$ cat src/rtl/uart_pkg.sv
// Shared definitions for the UART client-side blocks.
package uart_pkg;

    localparam int DEFAULT_DATA_BITS = 8;
    localparam int ERR_COUNT_W       = 8;

    typedef enum logic [1:0] {
        IDLE,
        REQ,
        WAIT_DONE
    } echo_state_t;

endpackage

$ cat src/rtl/sync_fifo.sv
// Single-clock FIFO with a combinational head output. The pointers carry one
// extra wrap bit so that full and empty can be told apart.
module sync_fifo #(
    parameter int WIDTH = 8,
    parameter int DEPTH = 16
) (
    input  logic                   clk,
    input  logic                   reset,
    input  logic                   push,
    input  logic                   pop,
    input  logic [WIDTH-1:0]       din,
    output logic [WIDTH-1:0]       dout,
    output logic                   full,
    output logic                   empty,
    output logic [$clog2(DEPTH):0] level
);

    localparam int AW = $clog2(DEPTH);

    logic [WIDTH-1:0] r_mem [DEPTH];
    logic [AW:0]      r_wr_ptr;
    logic [AW:0]      r_rd_ptr;
    logic             w_do_push;
    logic             w_do_pop;

    assign empty = (r_wr_ptr == r_rd_ptr);
    assign full  = (r_wr_ptr[AW] != r_rd_ptr[AW]) &&
                   (r_wr_ptr[AW-1:0] == r_rd_ptr[AW-1:0]);
    assign level = r_wr_ptr - r_rd_ptr;
    assign dout  = r_mem[r_rd_ptr[AW-1:0]];

    // A push into a full FIFO is only legal when the head leaves in the same cycle.
    assign w_do_pop  = pop & ~empty;
    assign w_do_push = push & (~full | w_do_pop);

    // Pointer advance on accepted push/pop.
    always_ff @(posedge clk) begin
        if (reset) begin
            r_wr_ptr <= '0;
            r_rd_ptr <= '0;
        end else begin
            if (w_do_push) r_wr_ptr <= r_wr_ptr + (AW+1)'(1);
            if (w_do_pop)  r_rd_ptr <= r_rd_ptr + (AW+1)'(1);
        end
    end

    // Storage write; contents need no reset because the pointers gate visibility.
    always_ff @(posedge clk) begin
        if (w_do_push) r_mem[r_wr_ptr[AW-1:0]] <= din;
    end

endmodule

$ cat src/rtl/uart_echo.sv
// Loopback responder: buffers every received byte and replays it to the
// transmitter through the send_request / tx_busy / tx_done handshake.
module uart_echo
    import uart_pkg::*;
#(
    parameter int DATA_BITS    = DEFAULT_DATA_BITS,
    parameter int FIFO_DEPTH   = 16,
    parameter bit DROP_ERRORED = 1'b1
) (
    input  logic                        clk,
    input  logic                        reset,
    input  logic                        enable,
    input  logic [DATA_BITS-1:0]        rx_data,
    input  logic                        data_ready,
    input  logic                        parity_err,
    input  logic                        frame_err,
    output logic                        send_request,
    output logic [DATA_BITS-1:0]        tx_data,
    input  logic                        tx_busy,
    input  logic                        tx_done,
    output logic [$clog2(FIFO_DEPTH):0] fifo_level,
    output logic                        overflow,
    output logic [ERR_COUNT_W-1:0]      err_count
);

    echo_state_t              r_state;
    echo_state_t              w_state_next;
    logic                     r_data_ready_q;
    logic                     r_send_request;
    logic                     w_req_next;
    logic [DATA_BITS-1:0]     r_tx_data;
    logic                     r_overflow;
    logic [ERR_COUNT_W-1:0]   r_err_count;

    logic                     w_rx_edge;
    logic                     w_accept;
    logic                     w_err;
    logic                     w_want_push;
    logic                     w_push;
    logic                     w_pop;
    logic                     w_full;
    logic                     w_empty;
    logic [DATA_BITS-1:0]     w_fifo_dout;

    assign w_rx_edge   = data_ready & ~r_data_ready_q;
    assign w_accept    = w_rx_edge & enable;
    assign w_err       = parity_err | frame_err;
    assign w_want_push = w_accept & ~(DROP_ERRORED & w_err);
    assign w_push      = w_want_push & (~w_full | w_pop);

    assign send_request = r_send_request;
    assign tx_data      = r_tx_data;
    assign overflow     = r_overflow;
    assign err_count    = r_err_count;

    sync_fifo #(
        .WIDTH (DATA_BITS),
        .DEPTH (FIFO_DEPTH)
    ) u_fifo (
        .clk   (clk),
        .reset (reset),
        .push  (w_push),
        .pop   (w_pop),
        .din   (rx_data),
        .dout  (w_fifo_dout),
        .full  (w_full),
        .empty (w_empty),
        .level (fifo_level)
    );

    // Receive side: edge detect, saturating error count, overflow pulse.
    always_ff @(posedge clk) begin
        if (reset) begin
            r_data_ready_q <= 1'b0;
            r_err_count    <= '0;
            r_overflow     <= 1'b0;
        end else begin
            r_data_ready_q <= data_ready;
            r_overflow     <= w_want_push & w_full & ~w_pop;
            if (w_accept && w_err && (r_err_count != '1))
                r_err_count <= r_err_count + ERR_COUNT_W'(1);
        end
    end

    // Transmit FSM state and registered handshake outputs.
    always_ff @(posedge clk) begin
        if (reset) begin
            r_state        <= IDLE;
            r_send_request <= 1'b0;
            r_tx_data      <= '0;
        end else begin
            r_state        <= w_state_next;
            r_send_request <= w_req_next;
            if (w_pop) r_tx_data <= w_fifo_dout;
        end
    end

    // Transmit FSM next-state, pop strobe and next request level.
    always_comb begin
        w_state_next = r_state;
        w_pop        = 1'b0;
        w_req_next   = 1'b0;
        unique case (r_state)
            IDLE: begin
                if (!w_empty) begin
                    w_pop        = 1'b1;
                    w_req_next   = 1'b1;
                    w_state_next = REQ;
                end
            end
            REQ: begin
                if (tx_busy) w_state_next = WAIT_DONE;
                else         w_req_next   = 1'b1;
            end
            WAIT_DONE: begin
                if (tx_done) w_state_next = IDLE;
            end
            default: w_state_next = IDLE;
        endcase
    end

endmodule

$ cat config.mk
export PLATFORM = sky130hd
export DESIGN_NAME = uart_echo
export DESIGN_NICKNAME = d
export VERILOG_FILES = /design/src/rtl/uart_pkg.sv /design/src/rtl/sync_fifo.sv /design/src/rtl/uart_echo.sv
export SDC_FILE = /design/constraint.sdc
export NUM_CORES = 1
export LEC_CHECK = 0
export CAP_MARGIN = 10
export CORE_ASPECT_RATIO = 0.7
export CORE_MARGIN = 8
export CORE_UTILIZATION = 63
export DETAILED_ROUTE_END_ITERATION = 16
export PLACE_DENSITY = 0.84
export SLEW_MARGIN = 20
export SYNTH_ARGS = -nofsm -noshare
export SYNTH_HDL_FRONTEND = slang
export SYNTH_HIERARCHICAL = 1
export SYNTH_SLANG_ARGS = --single-unit
$ cat constraint.sdc
create_clock -name clk -period 6.77 [get_ports clk]
set_input_delay 1.6925 -clock clk [delete_from_list [all_inputs] [get_ports clk]]
set_output_delay 1.6925 -clock clk [all_outputs]
set_load 0.01 [all_outputs]
== Yosys cells after proc, flatten, opt, wreduce, memory -nomap -nowiden ==
Memories as Yosys holds them, arrays and structs flattened. A register that Yosys moved wholly into a read port is not among the register bits.
Cells that the tools add are included.
Widths: inputs -> output; s select.
Operators by class
  reductions and logical operators: 5
  multiplexer cells: 10
  $lt $le $gt $ge: 0
  bitwise logic cells: 16
  divide/modulo/power cells: 0
  shift-type cells: 0
  $add $sub $neg: 4
  multiply operators: 0
  equal/unequal tests: 9
Operators by type and width (number)
  $add 5x1->5 const B: 2
  $add 8x1->8 const B: 1
  $and 1x1->1: 8
  $ne 8x8->1 const B: 1
  $mux 2: 3
  $ne 2x2->1 const B: 3
  $pmux 2 s3: 1
  $eq 5x5->1: 1
  $mux 1: 5
  $not 1->1: 5
  $sub 5x5->5: 1
  $eq 4x4->1: 1
  $logic_and 1x1->1: 3
  $or 1x1->1: 3
  $reduce_and 3->1: 1
  $eq 2x1->1 const B: 1
  $eq 2x2->1 const B: 1
  $logic_not 2->1: 1
  $pmux 1 s2: 1
  $ne 1x1->1: 1
Storage, ports and cells
  output and inout bits: 23
  memory bits (writable): 128
  latch bits: 0
  logic and storage cells: 52
  input bits: 16
  memories: 1
  bits in read-only memories: 0
  register bits after elaboration: 23
Memory list
  u_fifo.r_mem: words 16, bits a word 8, rd ports 1, clocked after memory_dff 1, write ports 1, line sync_fifo.sv:20  | logic [WIDTH-1:0] r_mem [DEPTH];

== Depth between registers and ports, before layout ==
  depth in word-level cells: 8
  mapped depth: 10
  depth with buffers taken out: 10

== Hierarchy ==
The synthesis kept the hierarchy.
By module, submodules not included
  sync_fifo: cells each 298, seq. area each 4124.0 um^2, instances 1, area an instance 5645.4 um^2
  uart_echo: cells each 99, seq. area each 420.4 um^2, instances 1, area an instance 855.8 um^2

== Worst setup path after synthesis ==
Ideal clock, no wire load.
  path kind: input-to-reg
  start: in enable
  end: mem u_fifo.r_mem[0][0], enable pin
  slack: 3138 ps
  stages: 6
  library setup time: 383 ps
  buffers on the path: 0
  arrival: 3248 ps
  data required time: 6387 ps
  cell sequence: and3b_2 > nand2_1 > a21oi_1 > o31a_1 > nand2_1 > nor3_1
On the way
  cells in the longest elaborated chain, start to end: 6
Ends and longest elaborated chain
  start: declaration: line uart_echo.sv:12  | input logic enable,
  $and 1x1->1: line uart_echo.sv:46  | assign w_accept = w_rx_edge & enable;
  $and 1x1->1: line uart_echo.sv:48  | assign w_want_push = w_accept & ~(DROP_ERRORED & w_err);
  $and 1x1->1: line uart_echo.sv:49  | assign w_push = w_want_push & (~w_full | w_pop);
  net w_push: line uart_echo.sv:39  | logic w_push;
  $and 1x1->1: line sync_fifo.sv:34  | assign w_do_push = push & (~full | w_do_pop);
  $mux 1: line sync_fifo.sv:49  | if (w_do_push) r_mem[r_wr_ptr[AW-1:0]] <= din;
  $mux 1 (implied by the code): line sync_fifo.sv:49
  end: declaration: line sync_fifo.sv:20
The timed path passes the listed nets, and every way through them passes these cells.

== Worst setup path in the final report ==
  start: reg u_fifo.r_wr_ptr[0]
  end: out fifo_level[4]
On the way
  cells in the longest elaborated chain, start to end: 1
Ends and longest elaborated chain
  start: declaration: line sync_fifo.sv:21  | logic [AW:0] r_wr_ptr;
  start signal: assignment: line sync_fifo.sv:42  | if (w_do_push) r_wr_ptr <= r_wr_ptr + (AW+1)'(1);
  $sub 5x5->5: line sync_fifo.sv:29  | assign level = r_wr_ptr - r_rd_ptr;
  end: declaration: line uart_echo.sv:21  | output logic [$clog2(FIFO_DEPTH):0] fifo_level,
No other way between the ends.

==> out/summary.txt <==
vias: 3725
Congestion Overflow GR: 0
Seq/Total Area, Yosys: 69.90%
post-CTS setup buffers: 0
syn_area_per_cell: 16.38 sq um
antenna violations before repair: 0
CP max-delay cell: clkdlybuf4s50_1
global routing's busiest layer: met2
status: complete, no violations
mux contribution to synthesized area: 11.55%
final-stage net count: 467
number of distinct library cells after synthesis: 47
max-cap violations: 0
first-pass detailed-route iteration total: 5
Mapped Cells: 397
ANT nets after route: 0
number of clock sinks: 163
Most common cell on crit path: inv_1
internal power: 1677 uW
Reg power frac: 52.4%
Simple-Gate Fraction of Synth Area: 7.390%
first-pass GRT wire length: 20.89 mm
worst hold path type: flip-flop to flip-flop
crit path max fanout: 5
final setup fails: 0
Post-Synth XOR/XNOR Area: 1.732%
Max H-tree Level: 4
Mapped Nets: 424
combinational family with the most area after synthesis: multiplexers
antenna diode count: 0
power density cells: 272.4 nW/um^2
asr flop ratio synth: 0%
Slew headroom: 25.35%
Clock power frac: 45.3%
GR Util met3: 6.225%
hold_buf cts: 0
maximum vdd drop: 0.2224 mV
Setup TNS: 0 ns
fin. max-slew vios: 0
final hold violation count: 0
Starting Density: 63.73%
port bufs: 38
Worst-Skew Late Latency: 0.42 ns
post-synth top area share: 59.12%
# DRC: 0
Post-synth EDFFs: 128
met2 Use GR: 30.82%
post-synthesis compound-gate area fraction: 5.600%
Crit Path Class: flip-flop to output port
Clock transition at path regs: 0.06 ns
layout overhead on the synthesized area: 16.96%
pin count of the biggest net entering global routing: 34
Cell Rows: 31
Root Buffer: clkbuf_16
Tmin final: 4.317 ns
gpl congestion: 0.8820
Switch Pwr: 394.2 uW
drt wl/cell: 23.58 microns
TritonCTS Buffers: 17
routed wire length: 13.79 mm
Crit. End Element: output port
measured slew at the worst slew-check pin: 1.111 ns
TritonCTS clock tree: built
fin area: 7604 sq um
Initial DRC Count: 480
core area: 10200 sq um
Fmax: 231.6 MHz
FF+latch count, synth: 163
cell breakdown of the critical path: inv_1 > ha_1 > inv_1 > fa_1 > a21o_1 > a21oi_1 > xnor2_1 > clkdlybuf4s50_1
Largest stage delay, worst path: 0.55 ns
vias per inst: 6.368
die area: 13880 sq um
DP HPWL: 8.870 mm
I/O pins: 39
Post-Synth Adder-Cell Area: 2.232%
met1 usage in global routing: 29.03%
skew final: 0.008564 ns
vias in the first global route: 3674
Clock Path Buffers: 2
GRT Total Usage: 21.19%
Chip Height: 101.0 microns
synth warn: 6
Switching Fraction: 19.03%
required time worst endpoint: 5.08 ns
share of cells above drive strength 1: 16.11%
Leak: 0.002434 uW
most frequent cells in the layout: 128 x edfxtp_1, 38 x clkdlybuf4s50_1, 34 x dfxtp_1
fill count: 587
Arr. time, crit path: 2.62 ns
Die Wd: 137.4 microns
leading area contributor after synthesis: edfxtp_1
Final period util: 63.76%
commonest non-fill, non-tap cell in the layout: edfxtp_1
Setup crit start kind: flip-flop
RSZ-0062 raised after global routing: no
dpl cells: 553
synthesized area: 6501 sq um
Cell Area, Placed: 6995 sq um
Most used DFF post-synth: edfxtp_1
final std cells w/o fill: 585
post_cts resized: 0
combinational share of power: 2.3%
leading post-synthesis cells by cell area: edfxtp_1 59%, mux4_2 11%, dfxtp_1 11%
-- routing by layer --
metal | part of all wire (%) | vias to the layer above | wire length (microns)
li1 | - | 1633 | -
met1 | 43 | 1885 | 5885
met2 | 47 | 180 | 6423
met3 | 8.7 | 27 | 1199
met4 | 2.1 | 0 | 284
met5 | 0 | - | 0
-- kinds of logic (layout without fill, tap and decap cells) --
family | count (synthesis) | in the layout
adder cells (fa/ha/maj) | 11 | 11
AO/OA/AOI/OAI | 51 | 51
flip-flops | 163 | 163
buffers and inverters | 25 | 81
XOR/XNOR | 12 | 12
multiplexers | 35 | 35
AND/OR/NAND/NOR | 100 | 100
-- power by group through the flow --
stage          logic (uW)  clock network (uW)  registers [uW]
2_1_floorplan        15.8                   0            1110
3_3_place_gp         45.0                   0            1110
3_5_place_dp         47.4                   0            1110
4_1_cts              47.9                 951            1080
5_1_grt              51.8                 994            1080
6_report             48.0                 938            1080
-- per-stage QoR --
stage | setup slack [ns] | utilization [%] | power, uW | hold slack [ns]
floorplan | 3.138 | - | 1122 | 0.4394
global placement | 2.309 | 68.55 | 1151 | 0.4490
detailed placement | 2.076 | 68.58 | 1153 | 0.4466
CTS | 2.419 | 74.44 | 2083 | 0.4587
global route | 2.319 | 74.54 | 2131 | 0.4888
finish | 2.453 | 74.54 | 2071 | 0.4578
-- path summary, 6_finish.rpt --
check                                   startpoint  cells past startpoint  slack (ns)            endpoint
worst min-delay path                    tx_data[4]                      2        0.46          tx_data[4]
worst max register to register  u_fifo/r_wr_ptr[2]                      8        2.62  u_fifo/r_mem[1][1]
worst min register to register          tx_data[4]                      2        0.46          tx_data[4]
worst max-delay path            u_fifo/r_wr_ptr[0]                      8        2.45       fifo_level[4]
-- cell usage after synthesis (2+ instances only) --
library cell / n
inv_1: 8
nor4_1: 2
clkbuf_1: 7
nor2b_1: 5
ha_1: 10
nand2b_1: 2
mux4_2: 32
edfxtp_1: 128
mux2i_1: 3
nand3_1: 5
a22oi_1: 16
and3_1: 2
nand2_1: 32
dfxtp_1: 35
xnor2_1: 4
nor2_1: 29
or3_1: 5
a2111oi_0: 2
nand3b_1: 2
nor3_1: 6
buf_2: 2
xor2_1: 7
a21o_1: 2
buf_1: 5
buf_4: 2
or4_1: 2
o21ai_0: 6
a21oi_1: 17
-- cell type report --
class,instances,area [sq um],share of cell area (%)
Tap cell,132,165.2,2.172
Inverter,9,33.78,0.4443
Clock buffer,27,568.0,7.471
Clock inverter,5,30.03,0.3949
Sequential cell,163,4548,59.82
Multi-Input combinational cell,209,1863,24.50
Timing Repair Buffer,40,395.4,5.200
-- state kept, by name (all words and copies together) (netlist names), named ones only --
register,flops
send_request,1
r_data_ready_q,1
u_fifo/r_rd_ptr,5
u_fifo/r_wr_ptr,5
overflow,1
r_state,2
err_count,8
tx_data,8
u_fifo/r_mem,128
-- worst max-delay path: cells and delay by family (launching register included) --
family	cells	cell delay, ns
buffers and inverters	3	0.78
adder cells (fa/ha/maj)	2	0.56
flip-flops	1	0.37
AO/OA/AOI/OAI	2	0.36
XOR/XNOR	1	0.13
No activity file was read; power rests on OpenSTA's default activity.
